### config.mk
export PLATFORM = sky130hd
export DESIGN_NAME = fetch_unit
export DESIGN_NICKNAME = d
export VERILOG_FILES = /design/src/rtl/mips_pkg.sv /design/src/rtl/fetch_q.sv /design/src/rtl/fetch_unit.sv
export SDC_FILE = /design/constraint.sdc
export NUM_CORES = 1
export LEC_CHECK = 0
export CAP_MARGIN = 0
export CORE_MARGIN = 2
export CORE_UTILIZATION = 50
export CTS_CLUSTER_DIAMETER = 120
export DETAILED_ROUTE_END_ITERATION = 8
export GPL_ROUTABILITY_DRIVEN = 1
export PLACE_DENSITY = 0.74
export REMOVE_ABC_BUFFERS = 1
export SLEW_MARGIN = 10
export SYNTH_ARGS = -nofsm -noshare
export SYNTH_HDL_FRONTEND = slang
export SYNTH_HIERARCHICAL = 1
export SYNTH_SLANG_ARGS = --single-unit
### constraint.sdc
create_clock -name clk -period 3.7 [get_ports clk]
set_clock_uncertainty 0.2 [all_clocks]
set_input_delay 0.74 -clock clk [delete_from_list [all_inputs] [get_ports clk]]
set_output_delay 0.74 -clock clk [all_outputs]
set_load 0.005 [all_outputs]
### src/rtl/mips_pkg.sv
// Shared fetch-path types and constants for the MIPS pipeline.
package mips_pkg;

  localparam int          INST_W           = 32;
  localparam logic [31:0] DEFAULT_RESET_PC = 32'h00400000;

  typedef struct packed {
    logic [31:0]       pc;
    logic [INST_W-1:0] inst;
  } fetch_entry_t;

endpackage

### src/rtl/fetch_q.sv
// Synchronous FIFO of fetched instructions with flush and occupancy count.
module fetch_q
  import mips_pkg::*;
#(
  parameter int DEPTH = 4
) (
  input  logic                     clk,
  input  logic                     i_rst,
  input  logic                     i_flush,
  input  logic                     i_push,
  input  fetch_entry_t             i_data,
  input  logic                     i_pop,
  output fetch_entry_t             o_head,
  output logic [$clog2(DEPTH):0]   o_count
);

  localparam int PW = $clog2(DEPTH);
  localparam int CW = PW + 1;

  fetch_entry_t  r_mem [DEPTH];
  logic [PW-1:0] r_rd;
  logic [PW-1:0] r_wr;
  logic [CW-1:0] r_cnt;

  logic w_full;
  logic w_push;
  logic w_pop;

  assign w_full = (r_cnt == CW'(DEPTH));
  assign w_push = i_push && !w_full && !i_flush;
  assign w_pop  = i_pop && (r_cnt != '0);

  always_ff @(posedge clk or posedge i_rst) begin
    if (i_rst) begin
      r_rd  <= '0;
      r_wr  <= '0;
      r_cnt <= '0;
    end else if (i_flush) begin
      r_rd  <= '0;
      r_wr  <= '0;
      r_cnt <= '0;
    end else begin
      if (w_push) r_wr <= r_wr + PW'(1);
      if (w_pop)  r_rd <= r_rd + PW'(1);
      r_cnt <= r_cnt + CW'(w_push) - CW'(w_pop);
    end
  end

  // Storage needs no reset: r_cnt qualifies every read.
  always_ff @(posedge clk) begin
    if (w_push) r_mem[r_wr] <= i_data;
  end

  assign o_head  = r_mem[r_rd];
  assign o_count = r_cnt;

endmodule

### src/rtl/fetch_unit.sv
// Pipelined instruction fetch: PC, imem requests, epoch-tagged redirects, queue.
// Optional counters enabled by defining FETCH_STATS_EN.
module fetch_unit
  import mips_pkg::*;
#(
  parameter int                ADDR_W   = 32,
  parameter logic [ADDR_W-1:0] RESET_PC = ADDR_W'(DEFAULT_RESET_PC),
  parameter int                QDEPTH   = 4
) (
  input  logic              clk,
  input  logic              reset,
  output logic              imem_req,
  output logic [ADDR_W-3:0] imem_addr,
  input  logic              imem_gnt,
  input  logic              imem_rvalid,
  input  logic [31:0]       imem_rdata,
  input  logic              redir_valid,
  input  logic [ADDR_W-1:0] redir_target,
  output logic              inst_valid,
  input  logic              inst_ready,
  output logic [31:0]       inst_data,
  output logic [ADDR_W-1:0] inst_pc,
  output logic [ADDR_W-1:0] inst_pc4
`ifdef FETCH_STATS_EN
  ,
  output logic [31:0]       stat_fetched,
  output logic [31:0]       stat_redirects,
  output logic [31:0]       stat_stall
`endif
);

  localparam int CW = $clog2(QDEPTH) + 1;

  logic [ADDR_W-1:0] r_fetch_pc;
  logic [ADDR_W-1:0] r_inf_pc;
  logic              r_epoch;
  logic              r_inf_epoch;
  logic              r_inflight;

  logic [CW-1:0] w_count;
  fetch_entry_t  w_head;
  fetch_entry_t  w_push_data;
  logic          w_grant;
  logic          w_push;
  logic          w_pop;
  logic          w_unused_tgt;

  assign w_unused_tgt = ^redir_target[1:0];

  assign imem_req  = !reset && ((w_count + CW'(r_inflight)) < CW'(QDEPTH));
  assign imem_addr = r_fetch_pc[ADDR_W-1:2];
  assign w_grant   = imem_req && imem_gnt;

  // A stale epoch, a same-cycle redirect or a pre-reset response all drop.
  assign w_push = imem_rvalid && r_inflight && !redir_valid
               && (r_inf_epoch == r_epoch);
  assign w_pop  = inst_valid && inst_ready;

  assign w_push_data = '{pc: 32'(r_inf_pc), inst: imem_rdata};

  always_ff @(posedge clk or posedge reset) begin
    if (reset) begin
      r_fetch_pc  <= RESET_PC;
      r_inf_pc    <= '0;
      r_epoch     <= 1'b0;
      r_inf_epoch <= 1'b0;
      r_inflight  <= 1'b0;
    end else begin
      if (w_grant) begin
        r_inf_pc    <= r_fetch_pc;
        r_inf_epoch <= r_epoch;
      end
      r_inflight <= w_grant || (r_inflight && !imem_rvalid);
      if (redir_valid) begin
        r_fetch_pc <= {redir_target[ADDR_W-1:2], 2'b00};
        r_epoch    <= ~r_epoch;
      end else if (w_grant) begin
        r_fetch_pc <= r_fetch_pc + ADDR_W'(4);
      end
    end
  end

  fetch_q #(
    .DEPTH (QDEPTH)
  ) u_q (
    .clk     (clk),
    .i_rst   (reset),
    .i_flush (redir_valid),
    .i_push  (w_push),
    .i_data  (w_push_data),
    .i_pop   (w_pop),
    .o_head  (w_head),
    .o_count (w_count)
  );

  assign inst_valid = (w_count != '0);
  assign inst_data  = w_head.inst;
  assign inst_pc    = w_head.pc[ADDR_W-1:0];
  assign inst_pc4   = inst_pc + ADDR_W'(4);

`ifdef FETCH_STATS_EN
  logic [31:0] r_st_fetch;
  logic [31:0] r_st_redir;
  logic [31:0] r_st_stall;

  always_ff @(posedge clk or posedge reset) begin
    if (reset) begin
      r_st_fetch <= '0;
      r_st_redir <= '0;
      r_st_stall <= '0;
    end else begin
      if (w_push)                    r_st_fetch <= r_st_fetch + 32'd1;
      if (redir_valid)               r_st_redir <= r_st_redir + 32'd1;
      if (inst_valid && !inst_ready) r_st_stall <= r_st_stall + 32'd1;
    end
  end

  assign stat_fetched   = r_st_fetch;
  assign stat_redirects = r_st_redir;
  assign stat_stall     = r_st_stall;
`endif

endmodule
# After elaboration in Yosys (flattened, before gate mapping)
# Memory sizes are Yosys's and may differ from the RTL's.
# Cells that the tools add are included.
totals:
  register_bits: 74
  ram_bits: 256
  output_inout_bits: 128
  word_cells: 48
  memories: 1
classes:
  n_addsub: 7
  order_cmp: 1
  eq_ne: 2
  mux: 9
  bitwise_logic: 1
  reduce_logical: 19
mem_list:
  columns: ["memory", "depth", "word_bits", "read_ports", "rd_clocked_by_memory_dff", "wr", "line", "text"]
  rows:
  - ["u_q.r_mem", 4, 64, 1, 0, 1, "fetch_q.sv:20", "fetch_entry_t r_mem [DEPTH];"]
ops:
  columns: ["cell", "n"]
  rows:
  - ["$add 32x3->32 const B", 2]
  - ["$mux 32", 2]
  - ["$logic_and 1x1->1", 10]
  - ["$mux 2", 4]
  - ["$add 3x1->3", 2]
  - ["$reduce_bool 2->1", 3]
  - ["$add 2x1->2 const B", 2]
  - ["$logic_not 1->1", 4]
  - ["$eq 3x3->1 const B", 1]
  - ["$lt 3x3->1 const B", 1]
  - ["$mux 3", 1]
  - ["$reduce_bool 3->1", 1]
  - ["$sub 3x1->3", 1]
  - ["$mux 1", 2]
  - ["$eq 1x1->1", 1]
  - ["$logic_or 1x1->1", 1]
  - ["$not 1->1", 1]

# Longest topological paths before layout
depth:
  word_depth: 8
  depth_mapped: 10
  mapped_depth_nobuf: 10

# Cells and area by module
# Netlist, hierarchy kept.
modules_own_cells:
  columns: ["mod", "n_inst", "cells_per_inst", "area_each_um2"]
  rows:
  - ["fetch_q", 1, 380, 9693.0]
  - ["fetch_unit", 1, 475, 3911.3]

# Worst setup path after synthesis
# Ideal clock, no wire load.
synth_timing:
  path_kind: "in2reg"
  start: "in redir_valid"
  end: "mem u_q/r_mem[2][0] (netlist bit) (enable)"
  setup_ns: 0.429
  t_arrival_ns: 3.207
  t_required_ns: 3.071
  path_slack_ns: -0.136
  path_stages: 6
  n_path_buf: 2
  path_cell_list: "clkbuf_1 clkbuf_1 nor3_1 nand2b_1 a21oi_1 and2_1"
synth_via:
  elab_chain_cells: 7
synth_rtl:
  columns: ["element", "line", "text"]
  rows:
  - ["start, declared", "fetch_unit.sv:17", "input logic redir_valid,"]
  - ["$logic_not 1->1", "fetch_unit.sv:55", "assign w_push = imem_rvalid && r_inflight && !redir_valid"]
  - ["$logic_and 1x1->1", "fetch_unit.sv:55", null]
  - ["$logic_and 1x1->1", "fetch_unit.sv:56", "&& (r_inf_epoch == r_epoch);"]
  - ["named net w_push", "fetch_unit.sv:44", "logic w_push;"]
  - ["$logic_and 1x1->1 (2 in series)", "fetch_q.sv:30", "assign w_push = i_push && !w_full && !i_flush;"]
  - ["$mux 1", "fetch_q.sv:51", "if (w_push) r_mem[r_wr] <= i_data;"]
  - ["$mux 1 (not written as such)", "fetch_q.sv:51", null]
  - ["end, declared", "fetch_q.sv:20", null]
# The timed path passes the listed nets, and every way through them passes these cells.

# Worst setup path in the final report
layout_timing:
  start: "reg u_q.r_rd[0]"
  end: "out inst_pc4[27]"
layout_via:
  elab_chain_cells: 2
layout_rtl:
  columns: ["element", "line", "text"]
  rows:
  - ["start, declared", "fetch_q.sv:21", "logic [PW-1:0] r_rd;"]
  - ["start signal, assigned", "fetch_q.sv:44", "if (w_pop) r_rd <= r_rd + PW'(1);"]
  - ["$mem_v2 4x64", null, null]
  - ["$add 32x3->32", "fetch_unit.sv:99", "assign inst_pc4 = inst_pc + ADDR_W'(4);"]
  - ["end, declared", "fetch_unit.sv:23", "output logic [ADDR_W-1:0] inst_pc4"]
# No other way between the ends.

==> metrics.md <==
| Metric | Value |
|---|---|
| Status | finished, violations left |
| Failing checks | negative setup slack |
| Final nets | roughly 1200 |
| Flops & latches, synth | roughly 330 |
| Num CTS Buffers | 34 |
| Clk buf depth | 3 |
| Post-CTS Hold Buffers | 0 |
| Synth Flop Type | edfxtp_1 |
| Setup TNS | -0.466 ns |
| Seq/Total Area, Yosys | 0.694 |
| # IOs | roughly 200 |
| Drt drc | 0 |
| WL/cell | approximately 20 um |
| Sum of routed wire length over all layers | 29300 um |
| Port bufs | ~200 |
| EDFF count, synth | ~260 |
| Via density | 5.68 |
| Number of distinct library cells after synthesis | 54 |
| R2R Setup Slk | between 1 and 1.5 ns |
| Mapped Area | 0.0136 mm^2 |
| Worst Setup End Kind | output pin |
| Die H | 169 um |
| MaxCap Viol Count | 0 |
| Ys Warns | 6 |
| Die area | ~0.029 mm^2 |
| Placed Area | ~0.016 mm^2 |
| Final hold vios | 0 |
| CTS sink cnt | 326 |
| Syn Inst Count | about 860 |
| TritonCTS clock tree | built |
| Worst slew margin | 0.535 |
| Pleak | between 6 and 7 nW |
| Vias in the first global route | around 8400 |
| Asr flop ratio synth | 0.215 |
| WP data arrival | between 2 and 3 ns |
| Clock Latency Late Sink | 0.50 ns |
| Initial antenna violation count | 0 |
| Worst EP required | 2.76 ns |
| Crit path setup slack, layout | -0.0710 ns |
| Crit-path max FO | 7 |
| Worst slew pin tran | roughly 0.69 ns |
| Reg2reg path depth | 10 |
| H-Tree Depth | 2 |
| P&R area growth vs syn | 29.0% |
| Hold Path End | r_inf_epoch |
| Remaining antenna violation count | 0 |
| Critical R2R Capture | u_q/o_count[2] |
| Non-filler cells, final | around 1500 |
| First-pass GRT wire length | around 46000 um |
| # diodes | 0 |
| Final Util | 0.655 |
| VDD IR max | between 200 and 300 uV |
| Fin crit share | 1.02 |
| Post-route cell area | 0.0176 mm^2 |
| Slew Viols, Final | 0 |
| Final setup violating endpoints | 13 |
| Cell accounting for the most synthesized area | edfxtp_1 |
| PwrDens | 478 mW/mm^2 |
| Die width | about 170 um |
| Achievable Freq | 265 MHz |
| RSZ-0062 raised after global routing | true |
| Synth top area share | 0.565 |
| Post-layout min period | between 3 and 4 ns |
| Hold Crit Class | reg -> reg |
| Largest net degree at the start of global routing | a little under 80 |
| Power consumption | 8.39 mW |
| Post-DP HPWL | about 18000 um |
| Core area | approximately 0.027 mm^2 |
| Mean Syn Cell Area | ~16 um^2 |
| CTS root buffer | clkbuf_16 |
| Reg2reg start | u_q/o_count[1] |
| Filler Cell Count | approximately 1900 |
| Hold depth | 2 |
| WHS | between 0.2 and 0.3 ns |
| Starting Density | 0.508 |
| CTS clk-pin slew, worst paths | about 0.060 ns |
| DRT Pass-1 Iters | 7 |
| Routability cong. | approximately 0.83 |
| Dpl ws | ~0.080 ns |
| GRT Residual Overflow | 0 |
| Vias | 8326 |
| Proportion of layout cells with a drive suffix above 1 | 0.200 |
| Kind of critical path | reg -> out |
| DP Cell Count | roughly 1400 |
| Hold_sp | r_inf_epoch |
| All-Layer GR Usage | 0.207 |
| Core Rows | 60 |
| Largest cells by area after synthesis | edfxtp_1 57%, dfrtp_1 13%, mux4_2 11% |
| 1st-iter DRT viols | around 730 |
| Crit start category | register |
## sequential cells by signal, summed over array words and instances (netlist names)
name         flops
r_fetch_pc      30
r_inf_epoch      1
u_q/r_wr         2
u_q/r_mem      256
u_q/r_rd         2
r_inf_pc        30
r_inflight       1
u_q/o_count      3
r_epoch          1
## layout make-up
class,count,area [um^2],area share
timing repair buffer,245,2430,0.139
inverter,14,55.1,0.00314
clock inverter,18,165,0.00941
sequential,326,9450,0.538
tap,341,427,0.0243
multi-input combinational,478,4050,0.231
clock buffer,44,982,0.0560
## placed cells by master, fill, tap and decap left out, types with 9 or more instances in the layout
cell type / instances
o21ai_0: 19
clkdlybuf4s50_1: 170
nand4_1: 26
nand3_1: 35
mux4_2: 64
nor2b_1: 13
nor3_1: 9
clkbuf_16: 37
nor2_1: 24
o31ai_1: 11
edfxtp_1: 256
xnor2_1: 23
nand2_1: 105
dfrtp_1: 67
inv_1: 11
xor2_1: 9
or4_1: 10
buf_2: 21
buf_4: 30
and4_1: 9
a31oi_1: 13
buf_12: 13
## repair_timing
| action | CTS | global route |
|---|---|---|
| cloned | 2 | 0 |
| endpoints found under the setup margin | 53 | 53 |
| pin swaps | 23 | 18 |
| gates resized for setup | 116 | 14 |
| buffers inserted | 17 | 1 |
## synthesized netlist by cell type, types with 7 or more instances
master / number
nor2b_1: 13
nand2_1: 110
xor2_1: 9
ha_1: 8
clkbuf_1: 15
xnor2_1: 27
and4_1: 9
nand3_1: 44
nor2_1: 26
nand4_1: 26
o21ai_0: 19
nor3_1: 9
a21oi_1: 7
mux4_2: 64
a31oi_1: 13
edfxtp_1: 256
inv_1: 13
dfrtp_1: 69
o31ai_1: 11
or4_1: 10
buf_2: 16
## worst max path at each step
stage	slack, ns	cells after the start	start	to
CTS	-0.09	11	u_q/r_rd[0]	inst_pc4[27]
global route	-0.20	10	u_q/r_rd[0]	inst_pc4[31]
global placement	0.13	8	u_q/r_rd[0]	inst_pc4[27]
finish	-0.07	10	u_q/r_rd[0]	inst_pc4[27]
detailed placement	0.08	8	u_q/r_rd[0]	inst_pc4[27]
floorplan	-1.54	6	u_q/r_rd[0]	inst_pc4[22]
## critical path: stages (launching register included)
cell	delay, ns
dfrtp_4	0.52
buf_12	0.16
mux4_2	0.37
nand4_1	0.13
buf_6	0.16
nor4_4	0.30
buf_6	0.15
buf_8	0.13
nand4_1	0.10
xnor2_1	0.17
buf_2	0.14
## cell families after synthesis
logic type,count (synthesis),share of synthesized area
DFF,326,0.694
and+or+nand+nor,283,0.106
AOI/OAI and AO/OA,73,0.0356
muxes,69,0.110
buffers and inverters,58,0.0224
xor gates and xnor gates,36,0.0232
adders and majority gates,9,0.00883
other,1,0.000276
## routing by layer
| layer | track usage | wire (um) | vias up |
|---|---|---|---|
| li1 | - | - | 3818 |
| met1 | 0.284 | 12300 | 4162 |
| met2 | 0.347 | 14400 | 303 |
| met3 | 0.0360 | 1890 | 43 |
| met4 | 0.0596 | 694 | 0 |
| met5 | 0 | 0 | - |
## power breakdown
part           switching [mW]  total (mW)  internal (mW)
Combinational           0.298       0.635          0.337
Clock                    1.33        3.41           2.08
Sequential              0.177        4.34           4.17
Note: power is estimated with default switching activity, not from simulation.
